## config.mk

```make
export PLATFORM = sky130hd
export DESIGN_NAME = rand_pos_gen
export DESIGN_NICKNAME = d
export VERILOG_FILES = /design/src/rtl/rand_pos_gen.sv
export SDC_FILE = /design/constraint.sdc
export NUM_CORES = 1
export LEC_CHECK = 0
export BUFFER_PORTS_ARGS = -buffer_cell sky130_fd_sc_hd__buf_2
export CELL_PAD_IN_SITES_DETAIL_PLACEMENT = 0
export CELL_PAD_IN_SITES_GLOBAL_PLACEMENT = 2
export CORE_MARGIN = 2
export CORE_UTILIZATION = 35
export CTS_CLUSTER_DIAMETER = 50
export DETAILED_ROUTE_END_ITERATION = 8
export PLACE_DENSITY = 0.75
export REMOVE_ABC_BUFFERS = 1
export SYNTH_ARGS = -nofsm -noshare
export SYNTH_HDL_FRONTEND = slang
export SYNTH_SLANG_ARGS = --single-unit
```

## constraint.sdc

```tcl
create_clock -name clock -period 2.5 [get_ports clock]
set_input_delay 0.125 -clock clock [delete_from_list [all_inputs] [get_ports clock]]
set_output_delay 0.125 -clock clock [all_outputs]
set_load 0.05 [all_outputs]
```

## src/rtl/rand_pos_gen.sv

```systemverilog
// Random screen-position generator: reduces two decorrelated LFSR samples
// modulo X_RANGE / Y_RANGE by repeated subtraction and presents them as (x, y).
module rand_pos_gen #(
    parameter int X_RANGE = 160,
    parameter int Y_RANGE = 120,
    parameter int GAP     = 13
) (
    input  logic        clock,
    input  logic        reset,
    input  logic [12:0] rnd,
    input  logic        req,
    output logic        busy,
    output logic        valid,
    output logic [7:0]  x,
    output logic [6:0]  y
);

    localparam int          CW     = $clog2(GAP + 2);
    localparam logic [12:0] X_LIM  = 13'(X_RANGE);
    localparam logic [12:0] Y_LIM  = 13'(Y_RANGE);
    localparam logic [CW-1:0] GAP_LD = CW'(GAP);

    typedef enum logic [2:0] {
        IDLE     = 3'd0,
        REDUCE_X = 3'd1,
        WAIT     = 3'd2,
        REDUCE_Y = 3'd3,
        DONE     = 3'd4
    } state_t;

    state_t        state, state_n;
    logic [12:0]   acc, acc_n;
    logic [CW-1:0] cnt, cnt_n;
    logic [7:0]    x_n;
    logic [6:0]    y_n;

    // NOTE: sequential state uses non-blocking assignments only, so every
    // register samples the pre-edge values computed by the combinational block.
    always_ff @(posedge clock or posedge reset) begin
        if (reset) begin
            state <= IDLE;
            acc   <= '0;
            cnt   <= '0;
            x     <= '0;
            y     <= '0;
        end else begin
            state <= state_n;
            acc   <= acc_n;
            cnt   <= cnt_n;
            x     <= x_n;
            y     <= y_n;
        end
    end

    // NOTE: every output of this block is given a hold value first, so no
    // path through the case statement can infer a latch.
    always_comb begin
        state_n = state;
        acc_n   = acc;
        cnt_n   = cnt;
        x_n     = x;
        y_n     = y;
        case (state)
            IDLE: begin
                if (req) begin
                    acc_n   = rnd;
                    state_n = REDUCE_X;
                end
            end
            REDUCE_X: begin
                if (acc >= X_LIM) begin
                    acc_n = acc - X_LIM;
                end else begin
                    x_n     = acc[7:0];
                    cnt_n   = GAP_LD;
                    state_n = WAIT;
                end
            end
            WAIT: begin
                // Lets the upstream LFSR fully refresh before the y sample.
                if (cnt != '0) begin
                    cnt_n = cnt - CW'(1);
                end else begin
                    acc_n   = rnd;
                    state_n = REDUCE_Y;
                end
            end
            REDUCE_Y: begin
                if (acc >= Y_LIM) begin
                    acc_n = acc - Y_LIM;
                end else begin
                    y_n     = acc[6:0];
                    state_n = DONE;
                end
            end
            DONE:    state_n = IDLE;
            default: state_n = IDLE;
        endcase
    end

    assign busy  = (state != IDLE);
    assign valid = (state == DONE);

endmodule

```

### Yosys cells after proc, flatten, opt, wreduce, memory -nomap -nowiden

Cells that the tools add are included.

* output and inout port bits: 17
* logic and storage cells: 46
* register bits: 35
* bits of input ports: 16

* order comparisons: 2
* add/subtract/negate cells: 3
* multiplexer cells: 13
* reductions and logical operators: 10
* bitwise gates (word level): 2
* eq/ne operators: 11

Operator list (count)
* 13-bit two-way mux: 4
* 13-bit one-hot mux with 4 select lines: 1
* 2-bit inequality test, second input constant: 7
* 13-bit by 7-bit >= comparator with 1-bit output, second input constant: 1
* 13-bit by 8-bit >= comparator with 1-bit output, second input constant: 1
* 13-bit by 7-bit subtractor with 13-bit output, second input constant: 1
* 13-bit by 8-bit subtractor with 13-bit output, second input constant: 1
* 3-bit two-way mux: 4
* 3-bit one-hot mux with 4 select lines: 1
* 4-bit two-way mux: 2
* 4-bit one-hot mux with 2 select lines: 1
* 4-bit nonzero test: 2
* 3-bit by 2-bit == test with 1-bit output, second input constant: 2
* 5-bit AND reduction: 1
* 2-bit AND reduction: 2
* 4-bit AND reduction: 1
* 4-bit by 1-bit subtractor with 4-bit output, second input constant: 1
* 3-bit by 1-bit == test with 1-bit output, second input constant: 1
* 3-bit == test, second input constant: 1
* 3-bit logical NOT: 1
* 3-bit AND reduction: 1
* 3-bit nonzero test: 1
* 1-bit inverter: 2
* 2-bit nonzero test: 1

### Depth between registers and ports, before layout

* depth after elaboration: 3
* gate-level depth with buffers: 8
* mapped depth without buffers: 7

### Worst setup path before layout

Ideal clock, no wire load.

* kind: reg2reg
* start point: register cnt[0]
* end point: register acc[6]
* buffers on the path: 0
* stages on the path, launching flop included: 8
* data arrival time: 2.046 ns
* clock period less this slack: 2.171 ns
* setup slack: 0.329 ns
* library setup time: 0.125 ns
* data required time: 2.375 ns
* cell sequence: dfrtp_1 inv_1 ha_1 or3b_4 a311oi_2 a21bo_4 nor2_8 mux2_2

* word-level cells in the longest chain between the ends: 3

Ends and longest elaborated chain
* from (decl): RTL line 33 `logic [CW-1:0] cnt, cnt_n;`
* from (signal assigned): RTL line 49 `cnt <= cnt_n;`
* 4-bit nonzero test: RTL line 81 `if (cnt != '0) begin`
* 2-bit inequality test (no source line)
* 5-bit AND reduction (no source line)
* to (signal assigned): RTL line 48 `acc <= acc_n;`
* to (decl): RTL line 32 `logic [12:0] acc, acc_n;`

No other way between the ends.
A chain may end at the register's enable or synchronous reset.

### Final worst setup path

Ends and elaborated chain as after synthesis.

==> results.yml <==
power:
  powerDensity_nw_per_um2: 1400
  combPwrFrac: 0.515
  p_leak_nw: 1.11
  ir_drop_mv: 0.522
  pwr-share-seq: 0.332
  intPower_mw: 1.76
  p_sw_mw: 1.46
  power.share.switching: 0.454
  p_clk_frac: 0.153
setup_path:
  path_class: "flip-flop to flip-flop"
  slowest_stage: "or3b_4"
  cp.required_ps: 2670
  setup.worst_path.start_class: "flip-flop"
  critical_path_arrival_ps: 2530
  crit_path_end_kind: "flip-flop"
  r2r_end: "acc[6]"
  reg2reg_from: "cnt[0]"
  reg2reg_slack_ps: 140
  cp_slowest_stage_delay_ps: 400
  crit_chain: "inv_1, ha_1, or3b_4, a311oi_4, a21bo_4, nor2_8, mux2_2"
  worst-path-max-fanout: 8
  reg2regPathDepth: 7
grt:
  track_usage: 0.173
  grt_max_degree: 36
  antenna_found_initial: 0
  grt_pass1_wl_um: 8110
  grt_overflow: 0
  grt_pass1_vias: 1558
worst_hold_path:
  whs_endpoint: "acc[2]"
  whs_path_depth: 2
  min_path_type: "primary input to flip-flop"
  hold_start: "rnd[2]"
placement:
  port_buffers: 32
  place_inst: 289
  postPlaceCellArea_sq_um: 2170
  dp_hpwl_um: 3540
  gp_congestion: 0.838
layout:
  fin_area_sq_um: 2300
  regArea_sq_um: 876
  fin_nets: 249
  multiInputGateArea_sq_um: 967
  antenna_cells: 0
  fill_cells: 523
  syn2layout_area_growth_pct: 20.4
  drive_gt1_frac: 0.295
  finalNonFillerCells: 297
floorplanning:
  fp-row-count: 26
  die-area_sq_um: 6070
  die_h_um: 77.9
  design.core.area_sq_um: 5200
  num_io_pins: 33
  die_x_um: 77.9
  start_util: 0.367
sta:
  max_freq_mhz: 424
  setup_tns_ps: 0
  rsz0062_at_grt: "false"
  max_slew_margin: 0.649
  hold_viol: 0
  finClkSkew_ps: 5.39
  fin_crit_sh: 0.944
  period_needed_ps: 2360
  maxSlewViolCount: 0
  setup_viol: 0
  worst_slew_pin_slew_ps: 522
drt:
  first_pass_iters: 4
  drc_errors: 0
  ant_nets: 0
  vias: 1583
  drt_iter0_drc: 67
  vias_per_cell: 5.33
  wire_per_inst_um: 16.0
  drt_wl_total_um: 4750
logic_synthesis:
  yosysSeqAreaShare: 0.458
  synthCells: 189
  ys_types: 43
  yosysWarningCount: 0
  synth-seq-cells: 35
  syn_area_sq_um: 1910
  synth_area_per_cell_sq_um: 10.1
clock_tree:
  cts.clk_slew.worst_paths_ps: 70
  worstSkewPairLatency_ps: 290
  numCtsBuffers: 5
  clock_path_buffers: 2
  htreeDepth: 2
  cts_sinks: 35
  cts_root_buffer: "clkbuf_8"
  cts_tree: "yes"
run:
  maxCapViolations: 0
status:
  status: "completed"
==> layout make-up <==
cell class	count	area share
sequential	35	0.381
timing repair buffer	40	0.0968
clock inverter	2	0.0163
inverter	11	0.0179
multi-input combinational	134	0.420
tap	70	0.0381
clock buffer	5	0.0299
==> worst max path at each step <==
| stage | end | cells after the start | start | slack (ps) |
|---|---|---|---|---|
| 3_5_place_dp | acc[6] | 7 | cnt[0] | 150 |
| 5_1_grt | acc[6] | 7 | cnt[0] | 20 |
| 4_1_cts | acc[6] | 7 | cnt[0] | 130 |
| 2_1_floorplan | y[0] | 4 | acc[5] | 300 |
| 6_report | acc[6] | 7 | cnt[0] | 140 |
| 3_3_place_gp | acc[6] | 7 | cnt[0] | 190 |
==> sequential cells by signal, summed over array words and instances, names as in the netlist <==
name	cells
cnt	4
y	7
state	3
x	8
acc	13
==> repair_timing <==
action	CTS	global route
setup endpoints to repair	0	1
hold endpoints to repair	35	0
gates resized for setup	0	1
hold buffers	1	0
setup buffers	0	0
==> power groups by stage <==
stage          clock (mW)  sequential (mW)  combinational, mW
3_5_place_dp            0             1.08               1.65
3_3_place_gp            0             1.06               1.62
5_1_grt             0.535             1.11               1.82
2_1_floorplan           0             1.32              0.937
4_1_cts             0.515             1.07               1.65
6_report            0.493             1.07               1.65
==> kinds of logic (layout without fill, tap and decap cells) <==
group | Yosys count | count (layout) | share of synthesized area
xor gates and xnor gates | 5 | 5 | 0.0229
and+or+nand+nor | 61 | 61 | 0.174
buffers and inverters | 20 | 58 | 0.0419
adders and majority gates | 6 | 6 | 0.0393
AOI/OAI and AO/OA | 44 | 44 | 0.160
muxes | 18 | 18 | 0.104
DFF | 35 | 35 | 0.458
==> critical path: cells and delay by family, from the launching register on <==
family,cells,cell delay [ps]
DFF,1,390
AOI/OAI and AO/OA,2,680
muxes,1,340
and+or+nand+nor,2,580
adders and majority gates,1,170
buffers and inverters,1,100
==> metrics by stage <==
stage	util	hold slack, ps	worst slack [ps]	power [mW]
6_report	0.442	67.7	141	3.22
5_1_grt	0.442	70.1	24.7	3.46
4_1_cts	0.440	56.8	128	3.24
3_5_place_dp	0.418	258	154	2.72
3_3_place_gp	0.418	242	191	2.69
2_1_floorplan	-	271	305	2.26
==> metal layers <==
layer	vias up	GRT usage	wire, um
li1	754	-	-
met1	768	0.228	2170
met2	49	0.270	2250
met3	12	0.0430	233
met4	0	0.0719	97
met5	-	0	0
==> cell usage after synthesis <==
library cell / count / area, sq um
buf_2: 1 / 5.00
clkbuf_1: 7 / 26.3
a22oi_1: 1 / 7.51
xor2_1: 1 / 8.76
nor3_1: 3 / 15.0
nor3b_1: 1 / 7.51
o31ai_1: 3 / 22.5
or3b_4: 1 / 11.3
nand2b_1: 2 / 12.5
or3b_2: 1 / 8.76
nor2_8: 1 / 20.0
dfrtp_1: 35 / 876
buf_4: 1 / 7.51
nor2_1: 4 / 15.0
a21boi_2: 1 / 11.3
nand2_1: 22 / 82.6
nand3_1: 6 / 30.0
nor4_1: 3 / 18.8
and2_1: 2 / 12.5
o21a_1: 1 / 7.51
mux2_2: 15 / 169
a21o_1: 1 / 7.51
a2bb2oi_1: 2 / 17.5
xnor2_1: 4 / 35.0
and3_1: 5 / 31.3
a2111oi_1: 1 / 10.0
o22a_1: 1 / 8.76
mux2i_1: 3 / 30.0
nand4_1: 3 / 18.8
or3_1: 1 / 6.26
ha_1: 6 / 75.1
a311oi_2: 1 / 15.0
a41oi_1: 1 / 8.76
a31oi_1: 4 / 25.0
a21bo_4: 1 / 16.3
nor2b_1: 4 / 25.0
o21ai_0: 9 / 45.0
inv_1: 11 / 41.3
a221o_1: 2 / 20.0
a221oi_1: 1 / 8.76
a21oi_1: 11 / 55.1
o22ai_1: 3 / 18.8
and4_1: 2 / 17.5
==> cells in the final DEF, fill, tap and decap left out, types with 4 or more instances in the layout <==
cell type / n
inv_1: 11
and3_1: 5
nor2_1: 4
nand3_1: 6
buf_4: 7
o21ai_0: 9
nor2b_1: 4
dfrtp_1: 35
a21oi_1: 11
xnor2_1: 4
a31oi_1: 4
nand2_1: 22
mux2_2: 15
ha_1: 6
clkbuf_8: 5
buf_2: 32
Note: power is estimated with default switching activity, not from simulation.
